===== src/rtl/lazy_seq_output_buffer.sv =====
// Sequence output FIFO between the lazy summary pipeline and the sequence serializer.
// Optional statistics counters are enabled by defining LAZY_SEQ_OUTPUT_STATS_EN.
module lazy_seq_output_buffer #(
  parameter int unsigned FIFO_DEPTH      = 8,
  parameter int unsigned AFULL_SLACK     = 5,
  parameter int unsigned SEQ_LL_BITS     = 16,
  parameter int unsigned SEQ_ML_BITS     = 16,
  parameter int unsigned SEQ_OFFSET_BITS = 17
) (
  input  logic                       clk,
  input  logic                       rst_n,
  input  logic                       i_summary_done,
  input  logic [SEQ_LL_BITS-1:0]     i_summary_ll,
  input  logic [SEQ_ML_BITS-1:0]     i_summary_ml,
  input  logic [SEQ_OFFSET_BITS-1:0] i_summary_offset,
  input  logic                       i_summary_delim,
  input  logic                       i_summary_eoj,
  input  logic [SEQ_ML_BITS-1:0]     i_summary_overlap_len,
  output logic                       o_stall,
  output logic                       o_seq_valid,
  input  logic                       i_seq_ready,
  output logic [SEQ_LL_BITS-1:0]     o_seq_ll,
  output logic [SEQ_ML_BITS-1:0]     o_seq_ml,
  output logic [SEQ_OFFSET_BITS-1:0] o_seq_offset,
  output logic                       o_seq_delim,
  output logic                       o_seq_eoj,
  output logic [SEQ_ML_BITS-1:0]     o_seq_overlap_len,
  output logic                       o_job_done,
  output logic                       o_overflow
`ifdef LAZY_SEQ_OUTPUT_STATS_EN
  ,
  output logic [31:0]                o_stat_seq_cnt,
  output logic [31:0]                o_stat_lit_bytes,
  output logic [31:0]                o_stat_match_bytes,
  output logic [31:0]                o_stat_job_cnt
`endif
);

  localparam int unsigned PtrW = $clog2(FIFO_DEPTH);
  localparam int unsigned CntW = PtrW + 1;
  localparam logic [CntW-1:0] DepthC = CntW'(FIFO_DEPTH);
  localparam logic [CntW-1:0] SlackC = CntW'(AFULL_SLACK);

  typedef enum logic [0:0] {StInJob, StEojSeen} job_state_e;

  // Entry storage, one array per field
  logic [SEQ_LL_BITS-1:0]     ll_mem_q      [FIFO_DEPTH];
  logic [SEQ_ML_BITS-1:0]     ml_mem_q      [FIFO_DEPTH];
  logic [SEQ_OFFSET_BITS-1:0] offset_mem_q  [FIFO_DEPTH];
  logic                       delim_mem_q   [FIFO_DEPTH];
  logic                       eoj_mem_q     [FIFO_DEPTH];
  logic [SEQ_ML_BITS-1:0]     overlap_mem_q [FIFO_DEPTH];

  logic [PtrW-1:0] rd_ptr_q, rd_ptr_d;
  logic [PtrW-1:0] wr_ptr_q, wr_ptr_d;
  logic [CntW-1:0] occ_q, occ_d;
  logic [CntW-1:0] free_cnt;
  logic            overflow_q, overflow_d;
  logic            job_done_q, job_done_d;
  job_state_e      job_state_q, job_state_d;

  logic noop_summary;
  logic push_req;
  logic push_ok;
  logic push_drop;
  logic pop;
  logic full;
  logic head_eoj;

  assign noop_summary = (i_summary_ll == '0) && (i_summary_ml == '0) && !i_summary_eoj;
  assign push_req     = i_summary_done && !noop_summary;
  assign full         = (occ_q == DepthC);
  assign o_seq_valid  = (occ_q != '0);
  assign pop          = o_seq_valid && i_seq_ready;
  // A full FIFO still takes a push when the head leaves in the same cycle
  assign push_ok      = push_req && (!full || pop);
  assign push_drop    = push_req && full && !pop;
  assign head_eoj     = eoj_mem_q[rd_ptr_q];

  assign free_cnt = DepthC - occ_q;
  assign o_stall  = (free_cnt <= SlackC);

  assign o_seq_ll          = ll_mem_q[rd_ptr_q];
  assign o_seq_ml          = ml_mem_q[rd_ptr_q];
  assign o_seq_offset      = offset_mem_q[rd_ptr_q];
  assign o_seq_delim       = delim_mem_q[rd_ptr_q];
  assign o_seq_eoj         = head_eoj;
  assign o_seq_overlap_len = overlap_mem_q[rd_ptr_q];
  assign o_job_done        = job_done_q;
  assign o_overflow        = overflow_q;

  always_comb begin
    rd_ptr_d   = rd_ptr_q;
    wr_ptr_d   = wr_ptr_q;
    occ_d      = occ_q;
    overflow_d = overflow_q || push_drop;
    job_done_d = pop && head_eoj;

    if (push_ok) begin
      wr_ptr_d = wr_ptr_q + 1'b1;
    end
    if (pop) begin
      rd_ptr_d = rd_ptr_q + 1'b1;
    end

    unique case ({push_ok, pop})
      2'b10:   occ_d = occ_q + 1'b1;
      2'b01:   occ_d = occ_q - 1'b1;
      default: occ_d = occ_q;
    endcase
  end

  // Job boundary tracker; informational only, never gates data
  always_comb begin
    job_state_d = job_state_q;
    unique case (job_state_q)
      StInJob: begin
        if (push_ok && i_summary_eoj) begin
          job_state_d = StEojSeen;
        end
      end
      StEojSeen: begin
        if (push_ok) begin
          job_state_d = i_summary_eoj ? StEojSeen : StInJob;
        end
      end
      default: job_state_d = StInJob;
    endcase
  end

  always_ff @(posedge clk or negedge rst_n) begin
    if (!rst_n) begin
      rd_ptr_q    <= '0;
      wr_ptr_q    <= '0;
      occ_q       <= '0;
      overflow_q  <= 1'b0;
      job_done_q  <= 1'b0;
      job_state_q <= StInJob;
    end else begin
      rd_ptr_q    <= rd_ptr_d;
      wr_ptr_q    <= wr_ptr_d;
      occ_q       <= occ_d;
      overflow_q  <= overflow_d;
      job_done_q  <= job_done_d;
      job_state_q <= job_state_d;
    end
  end

  // Storage is reset so head fields read as zero out of reset
  always_ff @(posedge clk or negedge rst_n) begin
    if (!rst_n) begin
      for (int i = 0; i < FIFO_DEPTH; i++) begin
        ll_mem_q[i]      <= '0;
        ml_mem_q[i]      <= '0;
        offset_mem_q[i]  <= '0;
        delim_mem_q[i]   <= 1'b0;
        eoj_mem_q[i]     <= 1'b0;
        overlap_mem_q[i] <= '0;
      end
    end else if (push_ok) begin
      ll_mem_q[wr_ptr_q]      <= i_summary_ll;
      ml_mem_q[wr_ptr_q]      <= i_summary_ml;
      offset_mem_q[wr_ptr_q]  <= i_summary_offset;
      delim_mem_q[wr_ptr_q]   <= i_summary_delim;
      eoj_mem_q[wr_ptr_q]     <= i_summary_eoj;
      overlap_mem_q[wr_ptr_q] <= i_summary_overlap_len;
    end
  end

`ifdef LAZY_SEQ_OUTPUT_STATS_EN
  logic [31:0] stat_seq_cnt_q, stat_lit_bytes_q, stat_match_bytes_q, stat_job_cnt_q;

  always_ff @(posedge clk or negedge rst_n) begin
    if (!rst_n) begin
      stat_seq_cnt_q     <= '0;
      stat_lit_bytes_q   <= '0;
      stat_match_bytes_q <= '0;
      stat_job_cnt_q     <= '0;
    end else if (pop) begin
      stat_seq_cnt_q     <= stat_seq_cnt_q + 32'd1;
      stat_lit_bytes_q   <= stat_lit_bytes_q + 32'(ll_mem_q[rd_ptr_q]);
      stat_match_bytes_q <= stat_match_bytes_q + 32'(ml_mem_q[rd_ptr_q]);
      stat_job_cnt_q     <= stat_job_cnt_q + {31'd0, head_eoj};
    end
  end

  assign o_stat_seq_cnt     = stat_seq_cnt_q;
  assign o_stat_lit_bytes   = stat_lit_bytes_q;
  assign o_stat_match_bytes = stat_match_bytes_q;
  assign o_stat_job_cnt     = stat_job_cnt_q;
`endif

endmodule

===== config.mk =====
export PLATFORM = sky130hd
export DESIGN_NAME = lazy_seq_output_buffer
export DESIGN_NICKNAME = d
export VERILOG_FILES = /design/src/rtl/lazy_seq_output_buffer.sv
export SDC_FILE = /design/constraint.sdc
export NUM_CORES = 1
export LEC_CHECK = 0
export ABC_CLOCK_PERIOD_IN_PS = 5500
export BUFFER_PORTS_ARGS = -buffer_cell sky130_fd_sc_hd__buf_4
export CORE_AREA = 2 2 216 218
export CTS_CLUSTER_DIAMETER = 80
export DETAILED_ROUTE_END_ITERATION = 16
export DIE_AREA = 0 0 218 220
export PLACE_DENSITY = 0.84
export SETUP_SLACK_MARGIN = 0.1
export SYNTH_ARGS = -nofsm -noshare
export SYNTH_HDL_FRONTEND = slang
export SYNTH_SLANG_ARGS = --single-unit

===== constraint.sdc =====
create_clock -name clk -period 5.5 [get_ports clk]
set_clock_uncertainty 0.2 [all_clocks]
set_input_delay 1.1 -clock clk [delete_from_list [all_inputs] [get_ports clk]]
set_output_delay 1.1 -clock clk [all_outputs]
set_load 0.1 [all_outputs]

* After elaboration in Yosys (flattened, before gate mapping) *
Cells that the tools add are included.

storage, ports and cells
  word-level logic and storage cells = 117
  register bits = 548
  output and inout bits = 71
  input port bits = 71

cells by class
  order comparisons = 4
  muxes and demuxes = 31
  bitwise operators = 2
  $add $sub $neg = 5
  eq/ne operators = 3
  reduce and logical (&&, ||, !) cells = 19

operators with widths
  kind                                                            number
  bitwise mux 128 bit                                             3
  binary-select mux 16 bit (select 3 bit)                         3
  bitwise mux 136 bit                                             1
  two-way mux 16 bit                                              7
  binary-select mux 17 bit (select 3 bit)                         1
  demux 17 bit (select 3 bit)                                     1
  two-way mux 17 bit                                              3
  demux 16 bit (select 3 bit)                                     1
  zero test 16 bit                                                2
  bitwise mux 8 bit                                               2
  logical AND 1 bit                                               9
  greater-or-equal comparator 4 bit, second input constant        2
  inverter 3 -> 4 bit                                             2
  case mux 4 bit (2 select lines)                                 1
  adder 3 x 1 -> 3 bit, second input constant                     2
  binary-select mux 1 bit (select 3 bit)                          2
  two-way mux 1 bit                                               5
  adder 4 x 1 -> 4 bit, second input constant                     1
  equality test 4 bit, second input constant                      1
  less-or-equal comparator 4 x 3 -> 1 bit, second input constant  1
  zero test 1 bit                                                 4
  less-than comparator 4 x 1 -> 1 bit, second input constant      1
  nonzero test 4 bit                                              1
  subtractor 4 x 1 -> 4 bit, second input constant                1
  6 further kinds                                                 7

* Longest topological paths before layout *
  depth after elaboration = 8
  mapped depth = 14
  depth with buffers taken out = 11

* Worst setup path after synthesis *
OpenSTA, ideal clock, no wires.

  path type = register to output
  from = register occ_q[0]
  to = output o_stall
  cell stages (with the launch flop) = 3
  arrival time = 2.601 ns
  data required time = 4.200 ns
  path slack = 1.599 ns
  path buffers = 0
  cell sequence = dfrtp_1 -> a21oi_1 -> o21ai_0

on the way
  longest elaborated chain between the ends = 2

RTL lines
  element                                  RTL line  RTL
  from (decl)                              56        logic [CntW-1:0] occ_q, occ_d;
  from (signal assigned)                   135       occ_q <= '0;
  from (signal assigned)                   142       occ_q <= occ_d;
  subtractor 4 bit                         80        assign free_cnt = DepthC - occ_q;
  less-or-equal comparator 4 x 3 -> 1 bit  81        assign o_stall = (free_cnt <= SlackC);
  to (decl)                                19        output logic o_stall,

Every way passes these cells.

* Final worst setup path *
  from = register rd_ptr_q[1]
  to = output o_seq_ll[12]

on the way
  longest elaborated chain between the ends = 4

RTL lines
  element                                                RTL line  RTL
  from (decl)                                            54        logic [PtrW-1:0] rd_ptr_q, rd_ptr_d;
  from (signal assigned)                                 140       rd_ptr_q <= rd_ptr_d;
  inverter 3 -> 4 bit (not written as such)              83        assign o_seq_ll = ll_mem_q[rd_ptr_q];
  binary-select mux 16 bit (select 3 bit)                83
  two-way mux 16 bit (not written as such) (2 in a row)  83
  to (decl)                                              22        output logic [SEQ_LL_BITS-1:0] o_seq_ll,

Every way passes these cells. The select of a mux whose other input is x is not followed.

==> results.py <==
metrics = {
    "synth": {
        "synth-edff-count": 0,
        "synthArstFlopShare_pct": 100.0,
        "synth_seq_area_share_pct": 50.76,
        "syn_area_per_cell_sq_um": 12.45,
        "synth_seq_cells": 548,
        "netlist_area_sq_um": 27010,
        "synth_fp_nets": 2246,
        "synth.distinct_cells": 51,
        "synthCells": 2170,
        "synth_flop_cell": "dfrtp_1",
        "yosys_warnings": 0,
    },
    "worst_setup_path": {
        "critPathSlowestCell": "dfrtp_4",
        "cp.required_ns": 4.20,
        "max_stage_delay_ns": 1.01,
        "crit_chain": "buf_4 > mux4_2 > mux2_2 > buf_4",
        "start_kind": "flop",
        "cp_data_arrival_time_ns": 3.13,
        "path_class": "reg -> out",
        "critPathMaxFanout": 52,
        "cpMostUsedCell": "buf_4",
        "endpoint_kind": "output port",
    },
    "grt": {
        "grt_max_degree": 124,
        "grt_pass1_vias": 22550,
        "grt_pass1_wl_mm": 129.3,
        "grt_overflow": 0,
        "grtUsageTotal_pct": 35.04,
        "antenna_found_initial": 1,
    },
    "drt": {
        "drcViolationCount": 0,
        "detail_route.vias_per_cell": 7.855,
        "ant_nets": 0,
        "drtIter0Drc": 3151,
        "drt-pass1-iter-count": 6,
        "vias": 21870,
        "wirelength_mm": 83.85,
        "routedWlPerCell_um": 30.12,
    },
    "final_layout": {
        "fin_nets": 2215,
        "final_area_sq_um": 30110,
        "drive_gt1_share_pct": 27.70,
        "regArea_sq_um": 13730,
        "multiInputGateArea_sq_um": 12080,
        "nFillCells": 3252,
        "final_cell_mix": "544 x dfrtp_1, 272 x a32o_1, 267 x o21ai_0",
        "num_antenna_cells": 0,
        "syn2layout_area_growth_pct": 11.47,
        "final_common_cell": "dfrtp_1",
    },
    "clock_tree": {
        "cts_setup_buffers": 0,
        "cts_buffers": 56,
        "cts_tree": "yes",
        "root_buffer": "clkbuf_16",
        "path_clk_slew_ns": 0.06,
        "clock_latency_ns": 0.63,
        "cts_buffer_depth": 3,
        "holdBufCountCts": 0,
        "cts_resized": 0,
        "htreeDepth": 2,
        "cts.sinks": 548,
    },
    "power": {
        "power_frac_seq_pct": 31.7,
        "netSwitchingFraction_pct": 46.01,
        "p_per_area_nw_per_um2": 721.5,
        "internal_power_mw": 11.73,
        "p_sw_mw": 9.997,
        "power_frac_comb_pct": 50.6,
        "p_leak_nw": 13.05,
        "vdd_drop_max_uv": 943.2,
        "clkPwrFrac_pct": 17.6,
    },
    "sta": {
        "holdWs_ns": 0.2985,
        "setup_tns_ns": 0,
        "relSlewSlack_pct": 19.40,
        "finalHoldViolations": 0,
        "fin_ws_ns": 1.068,
        "finalCriticalPeriod_ns": 4.432,
        "fin_crit_sh_pct": 80.58,
        "fmaxAchievable_mhz": 225.6,
        "rsz0062_at_grt": "false",
        "setup_violations": 0,
        "drv_slew": 0,
        "worst_slew_pin_slew_ns": 1.206,
    },
    "place": {
        "gp_congestion": 0.8123,
        "place_ws_ns": 1.218,
        "portBuffers": 141,
        "dp_hpwl_mm": 44.88,
        "place_area_sq_um": 28290,
    },
    "floorplan": {
        "core_area_sq_um": 45860,
        "initial_utilization_pct": 58.90,
        "rows": 79,
        "dieArea_sq_um": 47960,
        "io_pins": 142,
        "die_y_um": 220,
        "die_x_um": 218,
    },
    "worst_hold_path": {
        "min_path_type": "reg -> reg",
    },
    "job": {
        "cap_violations": 0,
    },
    "status": {
        "status": "completed",
    },
}
[power by group through the flow]
stage	clock network [mW]	registers [mW]	logic, mW
finish	3.83	6.90	11.0
global route	4.00	7.04	11.4
CTS	3.83	6.84	10.9
detailed placement	0	6.88	10.9
global placement	0	6.73	10.6
floorplan	0	6.25	8.75
[logic make-up after synthesis]
logic type	synth area share, %
AO/OA/AOI/OAI	20.20
flip-flops	50.76
multiplexers	14.09
buffers and inverters	4.933
XOR/XNOR	0.3242
AND/OR/NAND/NOR	9.458
adder cells (fa/ha/maj)	0.2316
[sequential cells by signal, indices dropped and copies added, names as in the netlist]
| register | cells |
|---|---|
| o_overflow | 1 |
| offset_mem_q | 136 |
| occ_q | 4 |
| overlap_mem_q | 128 |
| eoj_mem_q | 8 |
| ll_mem_q | 128 |
| rd_ptr_q | 3 |
| wr_ptr_q | 3 |
| ml_mem_q | 128 |
| delim_mem_q | 8 |
| o_job_done | 1 |
[cells in the mapped netlist (8+ instances only)]
| cell | number | area [sq um] |
|---|---|---|
| a31o_1 | 54 | 473.0 |
| mux4_2 | 134 | 3018 |
| buf_1 | 11 | 41.29 |
| o21ai_0 | 267 | 1336 |
| and2_1 | 35 | 219.0 |
| xor2_1 | 8 | 70.07 |
| a32o_1 | 272 | 2723 |
| nor2b_1 | 68 | 425.4 |
| buf_2 | 70 | 350.3 |
| clkbuf_1 | 184 | 690.7 |
| a21oi_1 | 8 | 40.04 |
| and3_1 | 134 | 838.3 |
| a31o_2 | 79 | 691.9 |
| dfrtp_1 | 548 | 13710 |
| mux2_2 | 70 | 788.3 |
| buf_4 | 12 | 90.09 |
| nand4_1 | 132 | 825.8 |
[stage by stage]
stage	power [mW]	instances	utilization [%]
after floorplan	15.00	2170	-
after global placement	17.34	2688	61.69
after detailed placement	17.75	2688	61.69
after CTS	21.58	2784	65.66
after global routing	22.49	2784	65.66
final	21.73	2784	65.66
[path summary, 6_finish.rpt]
path | startpoint | to | slack (ns) | cells after the start
worst max-delay path | rd_ptr_q[1] | o_seq_ll[12] | 1.07 | 4
worst min-delay path | ml_mem_q[51] | ml_mem_q[51] | 0.30 | 1
worst max register to register | occ_q[2] | ml_mem_q[107] | 1.93 | 5
worst min register to register | ml_mem_q[51] | ml_mem_q[51] | 0.30 | 1
max in group asynchronous | rst_n | ml_mem_q[22] | 3.41 | 3
min in group asynchronous | rst_n | overlap_mem_q[122] | 0.36 | 1
[layer usage]
metal / wire length (um) / vias to the layer above / global-route usage, % / share of wire, %
li1: - / 8576 / - / -
met1: 29550 / 11240 / 44.73 / 35
met2: 40320 / 1706 / 56.59 / 48
met3: 10260 / 341 / 8.654 / 12
met4: 3702 / 2 / 16.73 / 4.4
met5: 8 / - / 0 / 0.0095
[final cells by class]
cell class                 count  share of cell area (%)
clock buffer                  78                   5.294
clock inverter                18                  0.7438
inverter                       4                 0.04986
multi-input combinational   1327                   40.12
sequential                   548                   45.59
tap                          607                   2.522
timing repair buffer         202                   5.684
[worst max-delay path: cells and delay by family, from the launching register on]
family	cells	cell delay, ns
DFF	1	1.01
buffers and inverters	2	0.73
muxes	2	0.72
Power figures use the tool's default switching activity.
